<file path="src/rtl/dsp_inv_pkg.sv">
// Shared types and default widths for the multiply-add inverter.
package dsp_inv_pkg;

    localparam int AW_DEF  = 18;
    localparam int PW_DEF  = 48;
    localparam int SW_DEF  = AW_DEF + 1;
    localparam int CNT_W   = $clog2(PW_DEF);

    typedef enum logic [1:0] {
        IDLE = 2'd0,
        SUB  = 2'd1,
        DIV  = 2'd2,
        DONE = 2'd3
    } state_t;

endpackage

</file>
<file path="src/rtl/dsp_inv_seq_restoring_div.sv">
// Sequential restoring divider: one quotient bit per clock, MSB first.
// i_start loads the dividend and divisor and clears the partial remainder.
// o_last is high during the final iteration; o_quot/o_rem then show the
// values that this final edge completes, so the caller can latch them.
module seq_restoring_div
    import dsp_inv_pkg::*;
#(
    parameter int PW = PW_DEF,
    parameter int AW = AW_DEF
) (
    input  logic          clk,
    input  logic          rst,
    input  logic          i_start,
    input  logic [PW-1:0] i_dividend,
    input  logic [AW-1:0] i_divisor,
    output logic          o_last,
    output logic [PW-1:0] o_quot,
    output logic [AW-1:0] o_rem
);

    localparam int CW = $clog2(PW);

    logic          r_busy;
    logic [CW-1:0] r_cnt;
    logic [AW-1:0] r_div;
    logic [AW-1:0] r_rem;      // partial remainder, always < divisor
    logic [PW-1:0] r_shift;    // dividend bits shift out the top, quotient bits in the bottom

    logic [AW:0]   w_trial;
    logic          w_ge;
    logic [AW-1:0] w_rem_next;
    logic [PW-1:0] w_quot_next;

    // Trial subtraction of the divisor from the shifted partial remainder.
    always_comb begin
        w_trial     = {r_rem, r_shift[PW-1]};
        w_ge        = (w_trial >= {1'b0, r_div});
        w_rem_next  = AW'(w_ge ? (w_trial - {1'b0, r_div}) : w_trial);
        w_quot_next = {r_shift[PW-2:0], w_ge};
    end

    assign o_last = r_busy && (r_cnt == CW'(PW - 1));
    assign o_quot = w_quot_next;
    assign o_rem  = w_rem_next;

    // Iteration register: load on start, one restoring step per clock while busy.
    always_ff @(posedge clk) begin
        if (rst) begin
            r_busy  <= 1'b0;
            r_cnt   <= '0;
            r_div   <= '0;
            r_rem   <= '0;
            r_shift <= '0;
        end else if (i_start) begin
            r_busy  <= 1'b1;
            r_cnt   <= '0;
            r_div   <= i_divisor;
            r_rem   <= '0;
            r_shift <= i_dividend;
        end else if (r_busy) begin
            r_rem   <= w_rem_next;
            r_shift <= w_quot_next;
            r_cnt   <= r_cnt + 1'b1;
            if (o_last) begin
                r_busy <= 1'b0;
            end
        end
    end

endmodule

</file>
<file path="src/rtl/dsp_mac_inverter.sv">
// Back-solves S = (P - C) / A for the multiply-add P = A*(D+B) + C.
// Handshake: a transfer happens on a rising edge where valid && ready are
// both high; the producer holds data stable while valid && !ready, and
// out_valid stays high with stable results until out_ready accepts them.
module dsp_mac_inverter
    import dsp_inv_pkg::*;
#(
    parameter int AW = AW_DEF,
    parameter int PW = PW_DEF,
    parameter int SW = SW_DEF
) (
    input  logic          clk,
    input  logic          rst,
    input  logic          in_valid,
    output logic          in_ready,
    input  logic [PW-1:0] p_in,
    input  logic [PW-1:0] c_in,
    input  logic [AW-1:0] a_in,
    output logic          out_valid,
    input  logic          out_ready,
    output logic [SW-1:0] sum_out,
    output logic [AW-1:0] rem_out,
    output logic          err_div0,
    output logic          err_under,
    output logic          err_ovf,
    output logic [1:0]    dbg_state
);

    state_t        r_state;
    state_t        w_state_next;

    logic [PW-1:0] r_p;
    logic [PW-1:0] r_c;
    logic [AW-1:0] r_a;
    logic [SW-1:0] r_sum;
    logic [AW-1:0] r_rem;
    logic          r_div0;
    logic          r_under;
    logic          r_ovf;

    logic [PW:0]   w_diff;
    logic          w_under;
    logic          w_div0;
    logic          w_err;
    logic          w_start;
    logic          w_last;
    logic [PW-1:0] w_quot;
    logic [AW-1:0] w_rem;
    logic          w_ovf;
    logic [SW-1:0] w_sum_sat;

    // Borrow-detecting subtract, error checks and quotient saturation.
    always_comb begin
        w_diff    = {1'b0, r_p} - {1'b0, r_c};
        w_under   = w_diff[PW];
        w_div0    = (r_a == '0);
        w_err     = w_under || w_div0;
        w_start   = (r_state == SUB) && !w_err;
        w_ovf     = |w_quot[PW-1:SW];
        w_sum_sat = w_ovf ? {SW{1'b1}} : w_quot[SW-1:0];
    end

    seq_restoring_div #(
        .PW (PW),
        .AW (AW)
    ) u_div (
        .clk        (clk),
        .rst        (rst),
        .i_start    (w_start),
        .i_dividend (w_diff[PW-1:0]),
        .i_divisor  (r_a),
        .o_last     (w_last),
        .o_quot     (w_quot),
        .o_rem      (w_rem)
    );

    // Next-state logic for the accept / subtract / divide / hold sequence.
    always_comb begin
        w_state_next = r_state;
        unique case (r_state)
            IDLE: if (in_valid)  w_state_next = SUB;
            SUB:  w_state_next = w_err ? DONE : DIV;
            DIV:  if (w_last)    w_state_next = DONE;
            DONE: if (out_ready) w_state_next = IDLE;
            default: w_state_next = IDLE;
        endcase
    end

    // State register.
    always_ff @(posedge clk) begin
        if (rst) begin
            r_state <= IDLE;
        end else begin
            r_state <= w_state_next;
        end
    end

    // Operand capture and result/flag registers, updated only on DONE entry.
    always_ff @(posedge clk) begin
        if (rst) begin
            r_p     <= '0;
            r_c     <= '0;
            r_a     <= '0;
            r_sum   <= '0;
            r_rem   <= '0;
            r_div0  <= 1'b0;
            r_under <= 1'b0;
            r_ovf   <= 1'b0;
        end else begin
            if (r_state == IDLE && in_valid) begin
                r_p <= p_in;
                r_c <= c_in;
                r_a <= a_in;
            end
            if (r_state == SUB && w_err) begin
                r_sum   <= '0;
                r_rem   <= '0;
                r_div0  <= w_div0;
                r_under <= w_under;
                r_ovf   <= 1'b0;
            end
            if (r_state == DIV && w_last) begin
                r_sum   <= w_sum_sat;
                r_rem   <= w_rem;
                r_div0  <= 1'b0;
                r_under <= 1'b0;
                r_ovf   <= w_ovf;
            end
        end
    end

    assign in_ready  = (r_state == IDLE);
    assign out_valid = (r_state == DONE);
    assign sum_out   = r_sum;
    assign rem_out   = r_rem;
    assign err_div0  = r_div0;
    assign err_under = r_under;
    assign err_ovf   = r_ovf;
    assign dbg_state = r_state;

endmodule

</file>
<file path="config.mk">
export PLATFORM = sky130hd
export DESIGN_NAME = dsp_mac_inverter
export DESIGN_NICKNAME = d
export VERILOG_FILES = /design/src/rtl/dsp_inv_pkg.sv /design/src/rtl/dsp_inv_seq_restoring_div.sv /design/src/rtl/dsp_mac_inverter.sv
export SDC_FILE = /design/constraint.sdc
export NUM_CORES = 1
export LEC_CHECK = 0
export BUFFER_PORTS_ARGS = -buffer_cell sky130_fd_sc_hd__buf_2
export CAP_MARGIN = 5
export CELL_PAD_IN_SITES_DETAIL_PLACEMENT = 0
export CELL_PAD_IN_SITES_GLOBAL_PLACEMENT = 1
export CORE_MARGIN = 4
export CORE_UTILIZATION = 44
export DETAILED_ROUTE_END_ITERATION = 16
export GPL_TIMING_DRIVEN = 0
export PLACE_DENSITY_LB_ADDON = 0.1
export SYNTH_ARGS = -nofsm -noshare
export SYNTH_HDL_FRONTEND = slang
export SYNTH_SLANG_ARGS = --single-unit
</file>
<file path="constraint.sdc">
create_clock -name clk -period 3.3 [get_ports clk]
set_clock_uncertainty 0.1 [all_clocks]
set_input_delay 0.165 -clock clk [delete_from_list [all_inputs] [get_ports clk]]
set_output_delay 0.165 -clock clk [all_outputs]
set_load 0.1 [all_outputs]
</file>
Yosys cells after proc, flatten, opt, wreduce, memory -nomap -nowiden
Cells that the tools add are included.
{"block": "word_totals", "regBits": 247, "output_inout_bits": 44, "word_cells": 58}
{"block": "op_classes", "add_sub_neg": 3, "n_lt_le_gt_ge": 1, "n_eq_ne": 7, "mux": 18, "reduce_logical": 15}
{"operator": "48-bit 2-to-1 mux", "count": 2}
{"operator": "19-bit 2-to-1 mux", "count": 3}
{"operator": "18-bit 2-to-1 mux", "count": 3}
{"operator": "48-bit by 48-bit subtractor with 49-bit output", "count": 1}
{"operator": "29-bit OR reduction", "count": 1}
{"operator": "19-bit by 18-bit >= comparator with 1-bit output", "count": 1}
{"operator": "18-bit logical NOT", "count": 1}
{"operator": "18-bit subtractor", "count": 1}
{"operator": "2-bit case mux with 4 select lines", "count": 1}
{"operator": "6-bit by 1-bit adder with 6-bit output (second input constant)", "count": 1}
{"operator": "6-bit == test (second input constant)", "count": 1}
{"operator": "1-bit 2-to-1 mux", "count": 6}
{"operator": "2-bit 2-to-1 mux", "count": 3}
{"operator": "1-bit logical AND", "count": 5}
{"operator": "2-bit == test (second input constant)", "count": 2}
{"operator": "2-bit inequality test (second input constant)", "count": 2}
{"operator": "2-bit nonzero test", "count": 2}
{"operator": "2-bit OR reduction", "count": 2}
{"operator": "3-bit AND reduction", "count": 1}
{"operator": "2-bit by 1-bit == test with 1-bit output (second input constant)", "count": 1}
{"operator": "2-bit logical NOT", "count": 1}
{"operator": "2-bit by 1-bit inequality test with 1-bit output (second input constant)", "count": 1}
{"operator": "1-bit logical NOT", "count": 1}
{"operator": "1-bit logical OR", "count": 1}

Longest topological paths before layout
Gate-level depths: netlist (run 1).
{"block": "depth", "ltp_word": 5, "mapped_depth": 13, "depth_no_buf": 11}

Hierarchy
From an unflattened synthesis (run 1), not the netlist that was laid out.
{"block": "unflattened", "hier_cells": 1790, "area_unflattened_um2": 13860.8}
{"mod": "dsp_mac_inverter", "instances": 1, "cells_each": 1121, "area_per_inst_um2": 8548.2, "seq_area_each_um2": 3123.0}
{"mod": "seq_restoring_div", "instances": 1, "cells_each": 669, "area_per_inst_um2": 5312.6, "seq_area_each_um2": 1821.7}

Worst setup path before layout (run 1)
No wires, ideal clock.
{"block": "synth_timing", "path_kind": "reg-to-reg", "startpoint": "register r_state[0] (netlist: dbg_state[0])", "endpoint": "register r_a[12]", "setup_ps": 70, "arrival_ps": 2931, "path_slack_ps": 198, "stages_incl_launch_ff": 9, "n_path_buf": 3, "period_less_slack_ps": 3102, "path_cell_list": "dfxtp_1 > inv_1 > ha_1 > and2_1 > clkbuf_1 > clkbuf_1 > buf_1 > nand2_1 > a21oi_1"}
{"block": "synth_via", "elab_chain_len": 2}
{"item": "start, declared", "line_no": "dsp_mac_inverter.sv:29", "text": "state_t r_state;"}
{"item": "start signal, assigned", "line_no": "dsp_mac_inverter.sv:94", "text": "r_state <= w_state_next;"}
{"item": "2-bit logical NOT"}
{"item": "named net in_ready", "line_no": "dsp_mac_inverter.sv:15", "text": "output logic in_ready,"}
{"item": "1-bit logical AND", "line_no": "dsp_mac_inverter.sv:110", "text": "if (r_state == IDLE && in_valid) begin"}
{"item": "end signal, assigned", "line_no": "dsp_mac_inverter.sv:113", "text": "r_a <= a_in;"}
{"item": "end, declared", "line_no": "dsp_mac_inverter.sv:34", "text": "logic [AW-1:0] r_a;"}
The timed path passes the listed nets, and every way through them passes these cells.
A chain may end at the register's enable or synchronous reset.

Worst setup path in the final report (run 1)
{"block": "layout_timing", "startpoint": "register r_p[0]", "endpoint": "register r_rem[7] (netlist: rem_out[7])"}
{"block": "layout_via", "elab_chain_len": 4}
{"item": "start, declared", "line_no": "dsp_mac_inverter.sv:32", "text": "logic [PW-1:0] r_p;"}
{"item": "start signal, assigned", "line_no": "dsp_mac_inverter.sv:111", "text": "r_p <= p_in;"}
{"item": "48-bit by 48-bit subtractor with 49-bit output", "line_no": "dsp_mac_inverter.sv:54", "text": "w_diff = {1'b0, r_p} - {1'b0, r_c};"}
{"item": "1-bit logical OR", "line_no": "dsp_mac_inverter.sv:57", "text": "w_err = w_under || w_div0;"}
{"item": "1-bit logical AND", "line_no": "dsp_mac_inverter.sv:115", "text": "if (r_state == SUB && w_err) begin"}
{"item": "2-bit nonzero test (no line)"}
{"item": "end signal, assigned", "line_no": "dsp_mac_inverter.sv:124", "text": "r_rem <= w_rem;"}
{"item": "end, declared", "line_no": "dsp_mac_inverter.sv:36", "text": "logic [AW-1:0] r_rem;"}
Every way passes these cells.

==> impl_metrics.ini, run 1 <==
[outcome]
status = finished, final reports clean

[timing]
finalCritPeriodShare = 0.9625
fmax_ghz = 0.3148
hold_violations = 0
finalSetupTns_ps = 0
relSlewSlack = 0.4048
drv_slew = 0
rsz0062_at_grt = false
tightest_slew_ps = 892.8
setup_viol = 0
finalCriticalPeriod_ps = 3176

[route]
drtIter0Drc = 669
drt_drc_violations_left = 0
drtPass1Iterations = 4
num_vias = 12810
routedWlPerCell_um = 16.80
vias_per_cell = 5.339
ant_nets = 0
routed_wl_um = 40320

[clocking]
clock-sinks = 247
cts_max_level = 1
clk_latency_ps = 550
path_clk_slew_ps = 60
cts_tree = built
cts_buffer_depth = 3
clock-root-buffer = clkbuf_16
cts_buffers = 29

[grt]
grt_use_total = 0.2320
grt_max_degree = 14
grt_pass1_wl_um = 64420
grt_overflow = 0
grt_pass1_vias = 12340
grt_antenna_before_repair = 0

[synthesis]
synth_cell_types = 86
async_flop_share = 0
yosys.area.top_type = dfxtp_1
syn-cell-area_mm2 = 0.01348
synth_ff_type = dfxtp_1
synth_cells = 1675
ys_seq_area_frac = 0.3668
ys_warn_count = 0
synth-seq-cells = 247
synth_nets = 1866
synth.area.top_cells = dfxtp_1, nand2_1, a21oi_1, ha_1, mux2i_1
syn_avg_cell_area_um2 = 8.049
synth-edff-count = 0
synth_common_cells = nand2_1, dfxtp_1, a21oi_1, nor2_1, inv_1
yosysMostFrequentCell = nand2_1
synth_top_area_share = 0.3668

[critical_path]
critPathMaxFanout = 7
regToRegSetupSlack_ps = 120
cp_data_arrival_time_ps = 3560
r2r-end = rem_out[7]$_SDFFE_PP0P_
startpoint_type = register
cp-end-kind = register
rr_startpoint = r_p[0]$_SDFFE_PP0P_
crit_type = reg -> reg
worstRegToRegCells = 14
required_ps = 3690

[floorplan]
dieArea_mm2 = 0.03351
io_pins = 162
die_h_um = 183.0
initial_core_util = 0.4501
fp-row-count = 63
die_w_um = 183.0
fp.coreArea_mm2 = 0.02995

[placement]
gp_congestion = 0.8694
dp_hpwl_um = 29930
portBuffers = 160

[finish]
fin_nets = 2178
diodes = 0
nFillCells = 2902
regArea_mm2 = 0.004947
multi_input_area_mm2 = 0.007816
syn_to_final_growth_pct = 27.26
drive_above_1_share = 0.1513

[min_path]
whs_path_depth = 5
min_to = dbg_state[0]$_SDFFE_PP0P_
hp-class = in -> reg
hp-start = in_valid

[pwr]
power.leakage_nw = 7.095
total_power_w = 0.01812
powerDensity_mw_per_mm2 = 1056
ir_worst_vdd_uv = 680.4

[job]
maxCapViolCount = 0
worst max-delay path by stage:
stage,from,end,slack [ps]
after floorplan,dbg_state[0]$_SDFFE_PP0P_,r_a[12]$_SDFFE_PP0P_,200
after global placement,r_p[0]$_SDFFE_PP0P_,u_div.r_shift[43]$_SDFFE_PP0P_,-260
after detailed placement,r_p[0]$_SDFFE_PP0P_,u_div.r_shift[43]$_SDFFE_PP0P_,-290
after CTS,r_p[0]$_SDFFE_PP0P_,sum_out[15]$_SDFFE_PP0P_,6
after global routing,u_div.r_div[1]$_SDFFE_PP0P_,u_div.r_rem[3]$_SDFFE_PP0P_,2
final,r_p[0]$_SDFFE_PP0P_,rem_out[7]$_SDFFE_PP0P_,120
registers in the layout, summed over array words and instances (netlist names), 18 cells and up:
signal,flops
u_div.r_shift,48
u_div.r_div,18
r_c,48
sum_out,19
r_p,48
r_a,18
rem_out,18
u_div.r_rem,18
cells by family after synthesis:
kind of cell	after synthesis	share of synthesized area
adder cells (fa/ha/maj)	73	0.06886
XOR/XNOR	53	0.03443
buffers and inverters	189	0.06264
AO/OA/AOI/OAI	495	0.2434
AND/OR/NAND/NOR	562	0.1813
multiplexers	56	0.04260
flip-flops	247	0.3668
placed cells by master, fill, tap and decap left out, types with 50 or more instances in the layout:
| master | count |
|---|---|
| a21oi_1 | 204 |
| a211oi_1 | 52 |
| mux2i_1 | 50 |
| buf_2 | 168 |
| nand2_1 | 326 |
| clkbuf_1 | 57 |
| dlygate4sd3_1 | 115 |
| dfxtp_1 | 245 |
| nor2_1 | 106 |
| ha_1 | 70 |
| inv_1 | 86 |
where the power goes:
group	switching, W	internal, W
combinational	0.00642	0.00437
sequential	0.000472	0.00360
clock	0.00130	0.00196
through the flow:
stage / hold slack, ps / setup slack (ps) / cell area [um^2] / utilization / instances
2_1_floorplan: 201.0 / 198.1 / 13480 / - / 1675
3_3_place_gp: 305.6 / -256.8 / 14770 / 0.4931 / 2225
3_5_place_dp: 309.6 / -286.9 / 14770 / 0.4931 / 2225
4_1_cts: 28.52 / 5.766 / 17000 / 0.5676 / 2396
5_1_grt: 78.28 / 2.482 / 17160 / 0.5728 / 2399
6_report: 53.82 / 123.9 / 17160 / 0.5728 / 2399
worst max-delay path, stage by stage, from the launching register on:
cell and delay [ps]:
dfxtp_2 330, inv_2 60, ha_4 170, fa_2 350
and2b_2 270, o2111ai_4 170, a2111oi_4 440, nor3_4 130
o21ai_4 160, buf_12 140, a21o_1 150, o2bb2ai_1 150
buf_6 200, buf_4 150, a22o_1 130
area by class of cell:
type / count / share of cell area
multi-input cells: 1239 / 0.4556
flip-flops and latches: 247 / 0.2884
repair buffers: 281 / 0.1181
clock buffers: 37 / 0.04697
plain buffers: 102 / 0.03347
well taps: 390 / 0.02844
inverters: 87 / 0.01903
clock inverters: 16 / 0.009991
routing by layer:
layer,vias up,GRT usage,share of wire
met5,-,0,0
met4,0,0.04589,0.019
met3,44,0.02777,0.049
met2,305,0.3739,0.45
met1,5947,0.3375,0.48
li1,6512,-,-
timing repair:
action	4_1_cts	5_1_grt
endpoints found under the setup margin	126	139
hold buffers	115	0
gates resized for setup	12	31
pin swaps	6	8
endpoints found under the hold margin	115	0
gates cloned	0	1
buffers inserted	3	2
Power figures use the tool's default switching activity.
==> run 2: changes to the inputs <==
==> constraint.sdc (replaced) <==
create_clock -name clk -period 3.3 [get_ports clk]
set_clock_uncertainty 0.1 [all_clocks]
set_input_delay 0.495 -clock clk [delete_from_list [all_inputs] [get_ports clk]]
set_output_delay 0.495 -clock clk [all_outputs]
set_load 0.1 [all_outputs]
==> run 2 against run 1 <==
Against the previous run:
- total power down 0.62%
- design area down 6.8%
- first-iteration DRC count up 6.6%
- global-route usage decreased by 0.77 points
- sequential cell count is the same
- register-to-register slack got worse by 40 ps
- count of clock-buffer cells in the layout stayed put
==> impl_metrics.ini, run 2 (synthesized netlist as in run 1, its figures left out) <==
[finish]
syn_to_final_growth_pct = 18.66
final_cell_mix = nand2_1, dfxtp_1, a21oi_1
fin_nets = 2063
diodes = 0
drive_above_1_share = 0.1616
top_regs = r_c: 48 flops, r_p: 48 flops, u_div.r_shift: 48 flops
fin_area_mm2 = 0.01600
fin_cells = 2284
nFillCells = 3041
mostFrequentLayoutCell = nand2_1

[route]
dr_wl_met2_um = 17460
num_vias = 12360
routed-wl-met3_um = 1996
routed_wl_um = 39310
routedWlPerCell_um = 17.21
wl_met1_um = 19200
top_layer = met4
drtIter0Drc = 713
drt_drc_violations_left = 0
ant_nets = 0
drtPass1Iterations = 5
vias_per_cell = 5.412

[outcome]
status = finished, final reports clean

[clocking]
cts_max_level = 1
path_clk_slew_ps = 60
cts_buffer_depth = 3
clock-sinks = 247
clk_latency_ps = 550
cts_tree = built
cts_buffers = 29
holdBufCountCts = 0
clock-root-buffer = clkbuf_16

[min_path]
hp-start = c_in[16]
whs_path_depth = 3
hp-class = in -> reg
min_to = r_c[16]$_SDFFE_PP0P_

[pwr]
ir_worst_vdd_uv = 681.7
total_power_w = 0.01801
power.leakage_nw = 6.612
powerDensity_mw_per_mm2 = 1126

[critical_path]
regToRegSetupSlack_ps = 90
startpoint_type = register
crit_type = reg -> reg
critPathMaxFanout = 10
worstRegToRegCells = 14
rr_startpoint = r_p[0]$_SDFFE_PP0P_
cp-end-kind = register
required_ps = 3610
cp_data_arrival_time_ps = 3520
r2r-end = u_div.r_shift[41]$_SDFFE_PP0P_

[timing]
setup_viol = 0
finalCriticalPeriod_ps = 3211
relSlewSlack = 0.4148
finalCritPeriodShare = 0.9732
drv_slew = 0
finalSetupTns_ps = 0
tightest_slew_ps = 877.8
fin_hold_ws_ps = 82.56
rsz0062_at_grt = false
hold_violations = 0
fmax_ghz = 0.3114

[placement]
dp_hpwl_um = 29930
portBuffers = 160
dp_cells = 2225
place_area_mm2 = 0.01477
gp_congestion = 0.8694

[grt]
grt_max_degree = 14
grt_overflow = 0
grt_pass1_wl_um = 62220
grt_pass1_vias = 11810
grt_antenna_before_repair = 0
grt_use_total = 0.2244

[floorplan]
dieArea_mm2 = 0.03351
initial_core_util = 0.4501
die_h_um = 183.0
fp.coreArea_mm2 = 0.02995
die_w_um = 183.0
fp-row-count = 63
io_pins = 162

[job]
maxCapViolCount = 0
run 2: cell types whose count changed in the layout (fill, tap and decap cells not counted), sizes merged:
cell,before,now
dlygate4sd3,115,0
buf,207,209
clkbuf,98,96
run 2: power breakdown:
group | leakage [nW] | internal, W | total [W] | switching (W)
registers | 2.01 | 0.00360 | 0.00408 | 0.000474
logic | 4.12 | 0.00426 | 0.0107 | 0.00641
clock network | 0.484 | 0.00196 | 0.00326 | 0.00130
total | 6.61 | 0.00983 | 0.0180 | 0.00819
run 2: worst max-delay path: stages, from the launching register on:
cell and delay, ps:
dfxtp_2 320, inv_2 100, ha_4 150, fa_2 210, and2b_2 260, o2111ai_4 290, a2111oi_4 130, nor3_4 400
o21ai_4 90, buf_12 150, a21o_1 170, buf_6 140, buf_8 140, a211oi_1 330, a211oi_1 90
run 2: layer usage:
| metal | vias to the layer above | GRT usage |
|---|---|---|
| met2 | 286 | 0.3556 |
| met5 | - | 0 |
| met4 | 0 | 0.04112 |
| met3 | 37 | 0.02797 |
| met1 | 5766 | 0.3320 |
| li1 | 6273 | - |
run 2: layout make-up:
| type | count | area [um^2] | area share |
|---|---|---|---|
| Timing Repair Buffer | 166 | 858.3 | 0.05365 |
| Sequential cell | 247 | 4947 | 0.3092 |
| Multi-Input combinational cell | 1239 | 7826 | 0.4892 |
| Inverter | 87 | 326.6 | 0.02041 |
| Tap cell | 390 | 488.0 | 0.03050 |
| Buffer | 102 | 574.3 | 0.03590 |
| Clock buffer | 37 | 805.8 | 0.05037 |
| Clock inverter | 16 | 171.4 | 0.01071 |
run 2: repair_timing:
item | 4_1_cts | 5_1_grt
gates resized for setup | 12 | 34
endpoints found under the setup margin | 126 | 139
pin swaps | 6 | 10
setup buffers | 3 | 3
run 2: per-stage QoR:
stage	setup slack, ps	utilization
after floorplan	198.1	-
after global placement	-256.8	0.4931
after detailed placement	-286.9	0.4931
after CTS	5.766	0.5292
after global routing	2.486	0.5341
final	88.57	0.5341
run 2: how the worst max path moves through the flow:
stage                                     start                              to  slack, ps
floorplan             dbg_state[0]$_SDFFE_PP0P_            r_a[12]$_SDFFE_PP0P_        200
global placement            r_p[0]$_SDFFE_PP0P_  u_div.r_shift[43]$_SDFFE_PP0P_       -260
detailed placement          r_p[0]$_SDFFE_PP0P_  u_div.r_shift[43]$_SDFFE_PP0P_       -290
CTS                         r_p[0]$_SDFFE_PP0P_        sum_out[15]$_SDFFE_PP0P_          6
global route        u_div.r_div[1]$_SDFFE_PP0P_     u_div.r_rem[3]$_SDFFE_PP0P_          2
finish                      r_p[0]$_SDFFE_PP0P_  u_div.r_shift[41]$_SDFFE_PP0P_         90
==> run 3: changes to the inputs <==
- CELL_PAD_IN_SITES_DETAIL_PLACEMENT: 0 -> not set
- CELL_PAD_IN_SITES_GLOBAL_PLACEMENT: 1 -> not set
- CORE_MARGIN: 4 -> 10
- CORE_UTILIZATION: 44 -> 59
- PLACE_DENSITY: not set -> 0.81
- PLACE_DENSITY_LB_ADDON: 0.1 -> not set
==> run 3 against run 2 <==
Against the previous run:
- wire length decreased by 1.8%
- sequential share of layout area increased by 0.28 points
- setup slack got worse by 77 ps
- cell count decreased by 4.5%
- non-clock buffer count increased by 7
- critical path depth decreased by 1
- clock power decreased by 6.7%
- utilization increased by 17 points
- fmax decreased by 2.3%
- sequential power about the same
- largest power group unchanged
==> impl_metrics.ini, run 3 (synthesized netlist as in run 1, its figures left out) <==
[timing]
layout_setup_ws_ps = 11.92
tightest_slew_ps = 940.7
finalCritPeriodShare = 0.9964
rsz0062_at_grt = true
drv_slew = 0
relSlewSlack = 0.3729
fmax_ghz = 0.3041
finalCriticalPeriod_ps = 3288
finalSetupTns_ps = 0
hold_violations = 0
setup_viol = 0

[critical_path]
required_ps = 3590
rr_startpoint = r_p[0]$_SDFFE_PP0P_
regToRegSetupSlack_ps = 10
slowest_stage = a2111oi_4
startpoint_type = register
r2r-end = u_div.r_shift[40]$_SDFFE_PP0P_
cp-end-kind = register
cp_data_arrival_time_ps = 3580
crit_chain = inv_2 > ha_4 > fa_2 > and2b_2 > o2111ai_4 > a2111oi_4 > nor3_4 > o21ai_4 > a21oi_2 > buf_6 > buf_8 > a31oi_1 > a211oi_2
critPathMaxFanout = 10
worstRegToRegCells = 13
critical_path.max_stage_delay_ps = 430
crit_type = reg -> reg

[clocking]
path_clk_slew_ps = 60
cts_tree = built
clk_latency_ps = 530
clock-sinks = 247
cts_buffer_depth = 3
cts_buffers = 27
cts_max_level = 1
clock-root-buffer = clkbuf_16
holdBufCountCts = 0

[finish]
fin_nets = 2068
diodes = 0
syn_to_final_growth_pct = 17.61
fin_area_mm2 = 0.01586
drive_above_1_share = 0.1639
final_cell_mix = nand2_1, dfxtp_1, a21oi_1
mostFrequentLayoutCell = nand2_1
final_core_util = 0.7024
top_regs = r_c: 48 flops, r_p: 48 flops, u_div.r_shift: 48 flops
fin_cells = 2182

[placement]
place_area_mm2 = 0.01464
gp_congestion = 0.8974
dp_hpwl_um = 28580
portBuffers = 160
place_ws_ps = -200.2
dp_cells = 2120

[route]
drt_drc_violations_left = 0
drtPass1Iterations = 5
num_vias = 12810
routedWlPerCell_um = 17.69
routed_wl_um = 38590
drtIter0Drc = 967
ant_nets = 0
vias_per_cell = 5.869

[grt]
grt_max_degree = 14
grt_pass1_vias = 12330
grt_antenna_before_repair = 0
grt_use_total = 0.2519
grt_overflow = 0
grt_pass1_wl_um = 60900

[floorplan]
die_h_um = 171.2
fp-row-count = 55
dieArea_mm2 = 0.02930
fp.coreArea_mm2 = 0.02257
initial_core_util = 0.5973
io_pins = 162
die_w_um = 171.2

[min_path]
hp-start = c_in[23]
whs_path_depth = 3
hp-class = in -> reg
min_to = r_c[23]$_SDFFE_PP0P_

[pwr]
ir_worst_vdd_uv = 635.5
powerDensity_mw_per_mm2 = 1123
power.leakage_nw = 6.601

[job]
maxCapViolCount = 0

[outcome]
status = finished, final reports clean
[run 3: layer usage]
| metal | GRT usage | routed length [um] | vias to the layer above |
|---|---|---|---|
| li1 | - | - | 6284 |
| met1 | 0.3294 | 16980 | 6009 |
| met2 | 0.4071 | 17680 | 439 |
| met3 | 0.04194 | 2705 | 75 |
| met4 | 0.09565 | 1228 | 0 |
| met5 | 0 | 0 | - |
[run 3: layout make-up]
type / instances / area [um^2]
multi-input cells: 1239 / 7838
fillers: 1880 / 6716
flip-flops and latches: 247 / 4947
repair buffers: 173 / 915.9
clock buffers: 40 / 794.5
plain buffers: 102 / 576.8
well taps: 285 / 356.6
inverters: 87 / 326.6
clock inverters: 9 / 100.1
[run 3: what timing repair did]
item	CTS	global route
cloned	0	1
buffers inserted	4	8
pin swaps	4	9
resized for setup	9	37
endpoints found under the setup margin	112	115
[run 3: report_power, final]
part	switching [W]	leakage, nW	internal (W)
combinational	0.00640	4.15	0.00429
clock	0.00122	0.438	0.00181
sequential	0.000476	2.01	0.00360
[run 3: worst max-delay path: cells and delay by family (launching register included)]
| family | cells | cell delay [ps] |
|---|---|---|
| AO/OA/AOI/OAI | 6 | 1390 |
| adder cells (fa/ha/maj) | 2 | 560 |
| buffers and inverters | 3 | 380 |
| AND/OR/NAND/NOR | 2 | 380 |
| flip-flops | 1 | 330 |
[run 3: how the worst max path moves through the flow]
stage | from | endpoint
floorplan | dbg_state[0]$_SDFFE_PP0P_ | r_a[12]$_SDFFE_PP0P_
global placement | r_p[0]$_SDFFE_PP0P_ | u_div.r_shift[43]$_SDFFE_PP0P_
detailed placement | r_p[0]$_SDFFE_PP0P_ | u_div.r_shift[38]$_SDFFE_PP0P_
CTS | r_p[0]$_SDFFE_PP0P_ | u_div.r_shift[47]$_SDFFE_PP0P_
global route | r_p[0]$_SDFFE_PP0P_ | u_div.r_shift[40]$_SDFFE_PP0P_
finish | r_p[0]$_SDFFE_PP0P_ | u_div.r_shift[40]$_SDFFE_PP0P_
[run 3: stage by stage]
step	hold WS, ps	total power, W
6_report	96.60	0.01781
5_1_grt	91.31	0.01903
4_1_cts	83.84	0.01738
3_5_place_dp	342.9	0.01413
3_3_place_gp	338.2	0.01397
2_1_floorplan	336.3	0.01187
